$ cat src/rtl/ddr_rx_link_ctrl_if.sv
// Host/receiver-side signal bundle for the DDR RX link supervisor.
// The master drives controls and receiver status; the slave is the supervisor.
interface ddr_rx_link_ctrl_if;
  logic        enable;
  logic        clr_stats;
  logic        sync;
  logic        data_valid;
  logic        rst_ddr;
  logic        locked;
  logic        fault;
  logic [2:0]  state;
  logic [3:0]  retry_cnt;
  logic [15:0] loss_cnt;

  modport master (
    output enable, clr_stats, sync, data_valid,
    input  rst_ddr, locked, fault, state, retry_cnt, loss_cnt
  );

  modport slave (
    input  enable, clr_stats, sync, data_valid,
    output rst_ddr, locked, fault, state, retry_cnt, loss_cnt
  );
endinterface

$ cat src/rtl/ddr_rx_link_ctrl.sv
// Link supervisor for the AT86RF215 DDR I/Q receiver: reset sequencing, sync
// acquisition, lock qualification on data_valid edges, loss detection and backoff retries.
module ddr_rx_link_ctrl #(
  parameter int unsigned RST_CYCLES   = 4,
  parameter int unsigned ACQ_TIMEOUT  = 1024,
  parameter int unsigned DV_TIMEOUT   = 64,
  parameter int unsigned LOCK_WORDS   = 8,
  parameter int unsigned MAX_RETRIES  = 7,
  parameter int unsigned BACKOFF_BASE = 256
) (
  input  logic               clk,
  input  logic               rst,
  ddr_rx_link_ctrl_if.slave  link
);

  localparam int unsigned BO_MAX  = BACKOFF_BASE << 8;
  localparam int unsigned TMR_A   = (ACQ_TIMEOUT > DV_TIMEOUT) ? ACQ_TIMEOUT : DV_TIMEOUT;
  localparam int unsigned TMR_B   = (TMR_A > BO_MAX) ? TMR_A : BO_MAX;
  localparam int unsigned TMR_MAX = (TMR_B > RST_CYCLES) ? TMR_B : RST_CYCLES;
  localparam int unsigned TW      = $clog2(TMR_MAX + 1);
  localparam int unsigned GW      = $clog2(LOCK_WORDS + 1);

  localparam logic [TW-1:0] RST_LAST  = TW'(RST_CYCLES - 1);
  localparam logic [TW-1:0] ACQ_LAST  = TW'(ACQ_TIMEOUT - 1);
  localparam logic [TW-1:0] DV_LAST   = TW'(DV_TIMEOUT - 1);
  localparam logic [GW-1:0] GOOD_LAST = GW'(LOCK_WORDS - 1);
  localparam logic [3:0]    RETRY_LIM = 4'(MAX_RETRIES);

  typedef enum logic [2:0] {
    S_IDLE    = 3'd0,
    S_RESET   = 3'd1,
    S_ACQUIRE = 3'd2,
    S_VERIFY  = 3'd3,
    S_LOCKED  = 3'd4,
    S_BACKOFF = 3'd5,
    S_FAULT   = 3'd6
  } state_t;

  state_t        r_state, w_state_nxt;
  logic [TW-1:0] r_timer, w_timer_nxt;
  logic [GW-1:0] r_good, w_good_nxt;
  logic [3:0]    r_retry, w_retry_nxt;
  logic [15:0]   r_loss, w_loss_nxt;
  logic          r_fault, w_fault_nxt;
  logic          r_locked, w_locked_nxt;
  logic          r_rst_ddr, w_rst_ddr_nxt;
  logic          r_sync, r_dv, r_dv_q;
  logic          w_dv_edge, w_fail;
  logic [3:0]    w_bo_dec, w_bo_shift;
  logic [TW-1:0] w_bo_last;

  assign w_dv_edge  = r_dv & ~r_dv_q;
  assign w_bo_dec   = r_retry - 4'd1;
  assign w_bo_shift = (r_retry == 4'd0) ? 4'd0 : ((w_bo_dec > 4'd8) ? 4'd8 : w_bo_dec);
  assign w_bo_last  = (TW'(BACKOFF_BASE) << w_bo_shift) - TW'(1);

  // Receiver status is registered once before use; dv_q is the edge-detect delay.
  always_ff @(posedge clk or posedge rst) begin
    if (rst) begin
      r_sync <= 1'b0;
      r_dv   <= 1'b0;
      r_dv_q <= 1'b0;
    end else begin
      r_sync <= link.sync;
      r_dv   <= link.data_valid;
      r_dv_q <= r_dv;
    end
  end

  always_ff @(posedge clk or posedge rst) begin
    if (rst) begin
      r_state   <= S_IDLE;
      r_timer   <= '0;
      r_good    <= '0;
      r_retry   <= '0;
      r_loss    <= '0;
      r_fault   <= 1'b0;
      r_locked  <= 1'b0;
      r_rst_ddr <= 1'b1;
    end else begin
      r_state   <= w_state_nxt;
      r_timer   <= w_timer_nxt;
      r_good    <= w_good_nxt;
      r_retry   <= w_retry_nxt;
      r_loss    <= w_loss_nxt;
      r_fault   <= w_fault_nxt;
      r_locked  <= w_locked_nxt;
      r_rst_ddr <= w_rst_ddr_nxt;
    end
  end

  always_comb begin
    w_state_nxt = r_state;
    w_timer_nxt = r_timer + TW'(1);
    w_good_nxt  = r_good;
    w_retry_nxt = r_retry;
    w_loss_nxt  = r_loss;
    w_fault_nxt = r_fault;
    w_fail      = 1'b0;

    if (!link.enable) begin
      w_state_nxt = S_IDLE;
      w_timer_nxt = '0;
    end else begin
      case (r_state)
        S_IDLE: begin
          w_timer_nxt = '0;
          w_state_nxt = S_RESET;
          w_retry_nxt = '0;
        end
        S_RESET: begin
          if (r_timer == RST_LAST) begin
            w_state_nxt = S_ACQUIRE;
            w_timer_nxt = '0;
          end
        end
        S_ACQUIRE: begin
          if (r_sync) begin
            w_state_nxt = S_VERIFY;
            w_timer_nxt = '0;
            w_good_nxt  = '0;
          end else if (r_timer == ACQ_LAST) begin
            w_fail = 1'b1;
          end
        end
        // Sync loss beats a coincident edge; an edge beats a coincident timeout.
        S_VERIFY: begin
          if (!r_sync) begin
            w_fail = 1'b1;
          end else if (w_dv_edge) begin
            w_timer_nxt = '0;
            if (r_good == GOOD_LAST) begin
              w_state_nxt = S_LOCKED;
              w_retry_nxt = '0;
            end else begin
              w_good_nxt = r_good + GW'(1);
            end
          end else if (r_timer == DV_LAST) begin
            w_fail = 1'b1;
          end
        end
        S_LOCKED: begin
          if (!r_sync || (!w_dv_edge && (r_timer == DV_LAST))) begin
            w_fail = 1'b1;
            if (r_loss != 16'hFFFF) w_loss_nxt = r_loss + 16'd1;
          end else if (w_dv_edge) begin
            w_timer_nxt = '0;
          end
        end
        S_BACKOFF: begin
          if (r_timer == w_bo_last) begin
            w_state_nxt = S_RESET;
            w_timer_nxt = '0;
          end
        end
        S_FAULT: begin
          w_timer_nxt = '0;
          if (link.clr_stats) w_state_nxt = S_IDLE;
        end
        default: begin
          w_state_nxt = S_IDLE;
          w_timer_nxt = '0;
        end
      endcase

      if (w_fail) begin
        w_timer_nxt = '0;
        w_retry_nxt = (r_retry == 4'hF) ? r_retry : r_retry + 4'd1;
        w_state_nxt = (w_retry_nxt >= RETRY_LIM) ? S_FAULT : S_BACKOFF;
      end
    end

    if (link.clr_stats) begin
      w_loss_nxt  = '0;
      w_fault_nxt = 1'b0;
    end
    if (w_state_nxt == S_FAULT) w_fault_nxt = 1'b1;

    w_locked_nxt  = (w_state_nxt == S_LOCKED);
    w_rst_ddr_nxt = !((w_state_nxt == S_ACQUIRE) || (w_state_nxt == S_VERIFY) ||
                      (w_state_nxt == S_LOCKED));
  end

  assign link.state     = r_state;
  assign link.rst_ddr   = r_rst_ddr;
  assign link.locked    = r_locked;
  assign link.fault     = r_fault;
  assign link.retry_cnt = r_retry;
  assign link.loss_cnt  = r_loss;

endmodule
$ cat src/flat_wrapper.sv
// flat-port wrapper written by rule: the top's interface ports become plain ports
module ddr_rx_link_ctrl_flat 
#(
  parameter int unsigned RST_CYCLES   = 4,
  parameter int unsigned ACQ_TIMEOUT  = 1024,
  parameter int unsigned DV_TIMEOUT   = 64,
  parameter int unsigned LOCK_WORDS   = 8,
  parameter int unsigned MAX_RETRIES  = 7,
  parameter int unsigned BACKOFF_BASE = 256
)
  (clk, rst, link_enable, link_clr_stats, link_sync, link_data_valid, link_rst_ddr, link_locked, link_fault, link_state, link_retry_cnt, link_loss_cnt);
  ddr_rx_link_ctrl_if link_i ();
  input  logic clk;
  input  logic rst;
  input wire logic [$bits(link_i.enable)-1:0] link_enable;
  input wire logic [$bits(link_i.clr_stats)-1:0] link_clr_stats;
  input wire logic [$bits(link_i.sync)-1:0] link_sync;
  input wire logic [$bits(link_i.data_valid)-1:0] link_data_valid;
  output wire logic [$bits(link_i.rst_ddr)-1:0] link_rst_ddr;
  output wire logic [$bits(link_i.locked)-1:0] link_locked;
  output wire logic [$bits(link_i.fault)-1:0] link_fault;
  output wire logic [$bits(link_i.state)-1:0] link_state;
  output wire logic [$bits(link_i.retry_cnt)-1:0] link_retry_cnt;
  output wire logic [$bits(link_i.loss_cnt)-1:0] link_loss_cnt;
  assign link_i.enable = link_enable;
  assign link_i.clr_stats = link_clr_stats;
  assign link_i.sync = link_sync;
  assign link_i.data_valid = link_data_valid;
  assign link_rst_ddr = link_i.rst_ddr;
  assign link_locked = link_i.locked;
  assign link_fault = link_i.fault;
  assign link_state = link_i.state;
  assign link_retry_cnt = link_i.retry_cnt;
  assign link_loss_cnt = link_i.loss_cnt;
  ddr_rx_link_ctrl #(.RST_CYCLES(RST_CYCLES), .ACQ_TIMEOUT(ACQ_TIMEOUT), .DV_TIMEOUT(DV_TIMEOUT), .LOCK_WORDS(LOCK_WORDS), .MAX_RETRIES(MAX_RETRIES), .BACKOFF_BASE(BACKOFF_BASE)) u_core (.clk(clk), .rst(rst), .link(link_i));
endmodule
$ cat config.mk
export PLATFORM = sky130hd
export DESIGN_NAME = ddr_rx_link_ctrl_flat
export DESIGN_NICKNAME = d
export VERILOG_FILES = /design/src/rtl/ddr_rx_link_ctrl_if.sv /design/src/rtl/ddr_rx_link_ctrl.sv /design/src/flat_wrapper.sv
export SDC_FILE = /design/constraint.sdc
export NUM_CORES = 1
export LEC_CHECK = 0
export CORE_ASPECT_RATIO = 1.25
export CORE_UTILIZATION = 40
export CTS_CLUSTER_SIZE = 25
export DETAILED_ROUTE_END_ITERATION = 7
export PLACE_DENSITY = 0.67
export SLEW_MARGIN = 20
export SYNTH_ARGS = -nofsm -noshare
export SYNTH_HDL_FRONTEND = slang
export SYNTH_SLANG_ARGS = --single-unit
export TNS_END_PERCENT = 30
$ cat constraint.sdc
create_clock -name clk -period 4 [get_ports clk]
set_input_delay 0.8 -clock clk [delete_from_list [all_inputs] [get_ports clk]]
set_output_delay 0.8 -clock clk [all_outputs]
set_load 0.02 [all_outputs]
# --- Word level (Yosys, flattened, before mapping) ---
# Index checks and enable logic that the tools add are counted.
word_totals:
  register_bits: 50
  latchBits: 0
  ram_bits: 0
  romBits: 0
  output_inout_bits: 26
  word_cells: 113
  n_memories: 0
classes:
  n_addsub: 6
  mul: 0
  n_div: 0
  order_cmp: 2
  n_eq_ne: 24
  shift: 1
  mux: 48
  n_bitwise: 2
  n_reduce_logical: 19
op_table:
  columns: ["op", "count"]
  rows:
  - ["2-to-1 mux 17 bit", 8]
  - ["case mux 17 bit (5 select lines)", 1]
  - ["2-to-1 mux 16 bit", 5]
  - ["2-to-1 mux 4 bit", 11]
  - ["2-to-1 mux 3 bit", 9]
  - ["case mux 3 bit (7 select lines)", 1]
  - ["adder 17 x 1 -> 17 bit, second input constant", 1]
  - ["== test 17 x 10 -> 1 bit, second input constant", 1]
  - ["== test 17 bit", 1]
  - ["== test 17 x 2 -> 1 bit, second input constant", 1]
  - ["== test 17 x 6 -> 1 bit, second input constant", 1]
  - ["<< shifter 9 x 4 -> 17 bit, first input constant", 1]
  - ["subtractor 17 x 1 -> 17 bit, second input constant", 1]
  - ["adder 16 x 1 -> 16 bit, second input constant", 1]
  - ["!= test 16 bit, second input constant", 1]
  - ["case mux 4 bit (2 select lines)", 2]
  - ["== test 3 bit, second input constant", 5]
  - ["== test 3 x 2 -> 1 bit, second input constant", 4]
  - ["nonzero test 2 bit", 6]
  - ["2-to-1 mux 1 bit", 9]
  - ["!= test 3 x 1 -> 1 bit, second input constant", 3]
  - ["adder 4 x 1 -> 4 bit, second input constant", 2]
  - ["!= test 2 x 1 -> 1 bit, second input constant", 3]
  - ["AND reduction 6 bit", 1]
  - ["other kinds (19)", 23]

# --- Depth between registers and ports, before layout ---
logic_depth:
  depth_word: 15
  mapped_depth: 18
  mapped_depth_nobuf: 14

# --- Least setup slack after synthesis ---
# Ideal clock, no wire load.
synth_path:
  path_kind: "register -> register"
  start: "register u_core.r_retry[1] (netlist: u_core.link.retry_cnt[1])"
  end: "register u_core.r_timer[10]"
  t_arrival_ns: 4.119
  setup_slack_ns: -0.261
  path_stages_with_launch: 17
  n_path_buf: 3
  synth_period_minus_slack_ns: 4.261
  cell_sequence: "dfrtp_1 > buf_2 > inv_1 > ha_1 > clkbuf_1 > nor2b_1 > o2bb2ai_1 > or4_1 > ha_1 > xor2_1 > nand2b_1 > or4_1 > a211oi_1 > o2111ai_1 > a2111oi_4 > buf_4 > a2111oi_1"
synth_via:
  elab_chain_len: 11
  word_cells_on_any_way: 12
  classes_between: "add/sub (2); order compare (1); eq/ne (1); shift (1); mux (6); reduce/logical (1)"
synth_rtl:
  columns: ["item", "line", "rtl"]
  rows:
  - ["start, declared", "ddr_rx_link_ctrl.sv:42", "logic [3:0] r_retry, w_retry_nxt;"]
  - ["start signal, assigned", "ddr_rx_link_ctrl.sv:84", "r_retry <= w_retry_nxt;"]
  - ["subtractor 4 x 1 -> 4 bit", "ddr_rx_link_ctrl.sv:53", "assign w_bo_dec = r_retry - 4'd1;"]
  - ["> comparator 4 bit", "ddr_rx_link_ctrl.sv:54", "assign w_bo_shift = (r_retry == 4'd0) ? 4'd0 : ((w_bo_dec > 4'd8) ? 4'd8 : w_bo_dec);"]
  - ["2-to-1 mux 4 bit", "ddr_rx_link_ctrl.sv:54", null]
  - ["2-to-1 mux 4 bit *", "ddr_rx_link_ctrl.sv:54", null]
  - ["<< shifter 9 x 4 -> 17 bit *", "ddr_rx_link_ctrl.sv:55", "assign w_bo_last = (TW'(BACKOFF_BASE) << w_bo_shift) - TW'(1);"]
  - ["subtractor 17 x 1 -> 17 bit *", "ddr_rx_link_ctrl.sv:55", null]
  - ["== test 17 bit *", "ddr_rx_link_ctrl.sv:151", "if (r_timer == w_bo_last) begin"]
  - ["2-to-1 mux 17 bit *", "ddr_rx_link_ctrl.sv:151", null]
  - ["case mux 17 bit (5 select lines) *", "ddr_rx_link_ctrl.sv:105", "case (r_state)"]
  - ["2-to-1 mux 17 bit *", "ddr_rx_link_ctrl.sv:166", "if (w_fail) begin"]
  - ["2-to-1 mux 17 bit *", "ddr_rx_link_ctrl.sv:101", "if (!link.enable) begin"]
  - ["via u_core.w_timer_nxt[10]", "ddr_rx_link_ctrl.sv:40", "logic [TW-1:0] r_timer, w_timer_nxt;"]
  - ["end signal, assigned", "ddr_rx_link_ctrl.sv:82", "r_timer <= w_timer_nxt;"]
  - ["end, declared", "ddr_rx_link_ctrl.sv:40", null]
# Mark *: on every way through the listed nets, which the timed path passes. The rest lies on a longest branch.
# A chain may end at the register's enable or synchronous reset.

# --- Final worst setup path ---
layout_path:
  start: "register u_core.r_retry[0] (netlist: u_core.link.retry_cnt[0])"
  end: "register u_core.r_timer[1]"
# The elaborated chain is that of the path after synthesis.

==> results.md <==
Power and ir drop:
- The power density normalized to cell area is 227 nW/um^2.
- In this run, the combinational gates consume 5.5% of the power.
- Of the total power, the share spent switching nets is 22.3%.
- In this run the power spent charging and discharging nets is 204 uW.
- For this design the static power due to leakage is 0.00153 uW.
- Sequential cells account for 56.1% of the total power.
- The portion of total power attributed to the clock network is 38.4%.
- After layout, the design draws a total of 914 uW.
- The internal portion of the total power is 710 uW.
- Across the VDD grid, the largest voltage drop is 0.000144 V.

STA:
- The worst path uses 97.1% of the clock period.
- For the pin with the worst max-slew slack, the measured transition is 713 ps.
- The setup TNS is 0 ps.
- The setup slack after layout is 115 ps.
- For this run, the top clock speed supported by timing is 257 MHz.
- The post-route clock skew is 11.4 ps.
- The final-report hold violation count is 0.
- The number of max-slew violations in the final report came to 0.
- The shortest clock period the worst path allows after layout is 3880 ps.
- The headroom to the max-slew limit is 51.8%.
- The total setup violations reported at the end of the flow is 0.

Routing:
- Detailed routing inserted a total of 3171 vias.
- After the first detailed-routing iteration, the DRC count stood at 162.
- The aggregate routed wire length is 8410 microns.
- The ratio of routed vias to standard cells is 6.06.
- For this run, design rule violations remaining after detail routing come to 4.
- The wire length on met3 is 290 microns.
- The detail route stage leaves a number of antenna-violating nets equal to 0.
- The met2 wire length is 4220 microns.
- The top layer reached by signal wires is met4.
- The routed metal-1 wire length is 3720 microns.
- In the final routed layout, each cell accounts on average for 16.1 microns.
- The number of search-and-repair iterations in the first detailed-routing pass is 6.

Layout:
- The library cell used most frequently in the layout, excluding fill and tap cells, is dfrtp_1.
- The filler cells instantiated in the layout total 789.
- The post-synthesis to final-layout area growth is 18.3%.
- In the final layout, flip-flops and latches occupy 1250 sq um.
- The library cells used most frequently in the layout, excluding fill and tap cells, are 47 x dfrtp_1, 31 x nor2_1, 31 x clkdlybuf4s50_1.
- Cells with a size suffix above 1 make up 10.8% of the layout.
- The diode insertion count for antenna repair is 0.
- The total area of multi-input combinational cells is 2030 sq um.
- At the end of the flow, the number of nets in the layout was 438.

GRT:
- The number of antenna violations at the first check in global routing is 0.
- The total routing resource utilization after global routing is 19.5%.
- For this run the aggregate overflow at the end of global routing stands at 0.
- The first global-routing pass estimated 14200 microns of wire.
- The maximum number of pins on one net before global-route repair is 31.
- The number of global-route vias before repair is 3035.

Clock network:
- The clock buffer count from CTS is 5.
- The maximum level of the CTS H-tree is 2.
- The later pin in the worst-skew pair is clocked with a latency of 300 ps.
- The clock passes through at most 2 buffers.
- The count of buffers added by post-CTS timing repair for setup is 0.
- The clock drives 50 sinks.
- The root buffer cell is clkbuf_8.
- The clock transition time at the flip-flop clock pins of the worst setup and hold paths is 80 ps.
- The TritonCTS clock tree is yes.

Logic synthesis:
- In the post-synthesis netlist, the biggest area contributors are dfrtp_1 36%, xor2_1 4.6%, xnor2_1 4.4%, o21ai_0 3.8%, nand3_1 3.7%.
- The number of unique standard cell types used by synthesis is 64.
- The top-area cell type share of the netlist area is 36.1%.
- The post-synth net total is 406.
- The post-synthesis instance area is 3400 sq um.
- Counting flops and latches in the post-synthesis netlist gives 50.
- The number of flops mapped to enable cells by yosys is 0.
- In the synthesized netlist, the number of instances is 393.
- Sequential cells were found to cover 36.9% of the synthesized design area.
- The proportion of synthesized flip-flops having asynchronous set or reset is 100%.
- The synthesized design spends more area on one cell type than any other, namely dfrtp_1.
- The per-instance average area after synthesis is 8.64 sq um.
- The most used flip-flop cell after synthesis is dfrtp_1.
- The number of synthesis warnings is 0.

Hold path:
- The classification of the worst-slack hold path is reg2reg.

Floorplan:
- The total area inside the core boundary comes to 8240 sq um.
- The area of the die is 8860 sq um.
- After floorplanning, the core was divided into 37 placement rows.
- The number of primary I/O pins is 32.
- The initial cell density of the core is 41.2%.
- From left edge to right edge, the die measures 84.4 microns.
- From bottom edge to top edge, the die measures 105 microns.

Placed design:
- OpenSTA, run right after detailed placement, puts the worst setup slack at 10.1 ps.
- The count of input and output buffers is 31.
- Routability-driven placement finished with a final weighted congestion of 0.908.
- The sum of net half-perimeters after detailed placement is 5850 microns.

Critical path:
- The setup check on the worst reg-to-reg path leaves a slack of 120 ps.
- The largest single stage delay on the critical path is 600 ps.
- The cell with the biggest individual delay on the critical path is or4b_1.
- The required time reported for the critical path endpoint is 4160 ps.
- The endpoint arrival time on the critical path is 4040 ps.
- Traced cell by cell, the critical path runs through buf_4, or4b_1, o2bb2ai_2, buf_4, nor2_1, nand3_1, ha_2, xor2_1, nand2b_1, or4_1, a211oi_2, o2111ai_2, a2111oi_4, buf_4, o31ai_1.
- The worst setup path is captured at a flip-flop.
- The type of the setup path with the least slack is reg2reg.
- In this design, the critical path's most frequently occurring cell is buf_4.
- The sort of element at the start of the critical path is a flip-flop.
- Along the worst path, the maximum fanout reaches 14.

Outcome:
- The checks that failed: design-rule violations.
- The run finished, with violations left.

Flow run:
- The tool flagged a number of max-cap violations equal to 0.
per-stage QoR:
stage	hold slack [ps]	instances	utilization, %	cell area [sq um]
final	384	523	48.8	4020
after global routing	395	523	48.8	4020
after CTS	381	522	48.1	3960
after detailed placement	362	514	46.7	3850
after global placement	356	514	46.7	3850
after floorplan	347	393	-	3400
sequential cells by signal (all words and copies together) (netlist names):
signal	flops
u_core.link.state	3
u_core.link.loss_cnt	16
u_core.link.locked	1
u_core.link.retry_cnt	4
u_core.r_sync	1
u_core.link.fault	1
u_core.r_dv	1
u_core.r_dv_q	1
u_core.r_good	4
u_core.r_timer	17
u_core.link.rst_ddr	1
worst max-delay path, delay by kind of cell (launching register included):
| family | cells | cell delay (ps) |
|---|---|---|
| compound gates | 5 | 1080 |
| buf+inv | 3 | 570 |
| fa+ha+maj | 1 | 280 |
| simple gates | 5 | 1240 |
| flops | 1 | 420 |
| xor+xnor | 1 | 170 |
Yosys cell counts, types with 9 or more instances:
| library cell | instances |
|---|---|
| dfrtp_1 | 49 |
| nor2_1 | 31 |
| nand2_1 | 26 |
| o21ai_0 | 26 |
| nand3_1 | 25 |
| xor2_1 | 18 |
| xnor2_1 | 17 |
| a21oi_1 | 16 |
| inv_1 | 16 |
| nor3_1 | 15 |
| clkbuf_1 | 14 |
| and3_1 | 9 |
| nand4_1 | 9 |
final cells by class:
type / instances / area share [%]
Sequential cell: 50 / 31.2
Inverter: 17 / 1.59
Clock buffer: 6 / 1.81
Multi-Input combinational cell: 303 / 50.4
Timing Repair Buffer: 48 / 11.0
Tap cell: 97 / 3.02
Clock inverter: 2 / 0.934
power groups by stage:
| stage | clock (uW) | combinational [uW] | sequential (uW) |
|---|---|---|---|
| 2_1_floorplan | 0 | 31.5 | 521 |
| 3_3_place_gp | 0 | 49.3 | 522 |
| 3_5_place_dp | 0 | 49.8 | 522 |
| 4_1_cts | 360 | 50.1 | 512 |
| 5_1_grt | 384 | 56.1 | 513 |
| 6_report | 351 | 49.9 | 513 |
cell families (layout without fill, tap and decap cells):
kind of cell,count (synthesis),in the layout,synth area share (%)
simple gates,158,158,24.5
buf+inv,40,73,4.79
mux,3,3,1.03
fa+ha+maj,8,8,2.87
compound gates,99,99,20.9
flops,50,50,36.9
xor+xnor,35,35,9.03
routing by layer:
metal	GRT usage, %	vias to the layer above
met2	34.4	84
met1	24.5	1548
li1	-	1520
met4	6.30	0
met5	0	-
met3	2.53	19
worst paths after layout:
kind / startpoint / end / depth (start not counted)
worst min-delay path: u_core.r_dv / u_core.r_dv_q / 0
min in group asynchronous: rst / u_core.link.loss_cnt[1] / 2
worst min register to register: u_core.r_dv / u_core.r_dv_q / 0
worst max register to register: u_core.link.retry_cnt[0] / u_core.r_timer[1] / 15
max in group asynchronous: rst / u_core.link.rst_ddr / 3
worst max-delay path: u_core.link.retry_cnt[0] / u_core.r_timer[1] / 15
timing repair:
item                       4_1_cts  5_1_grt
gates cloned                     0        1
pin swaps                        0        2
hold buffers                     0        0
setup endpoints to repair        1       15
gates resized for setup          1       14
Power figures use the tool's default switching activity.
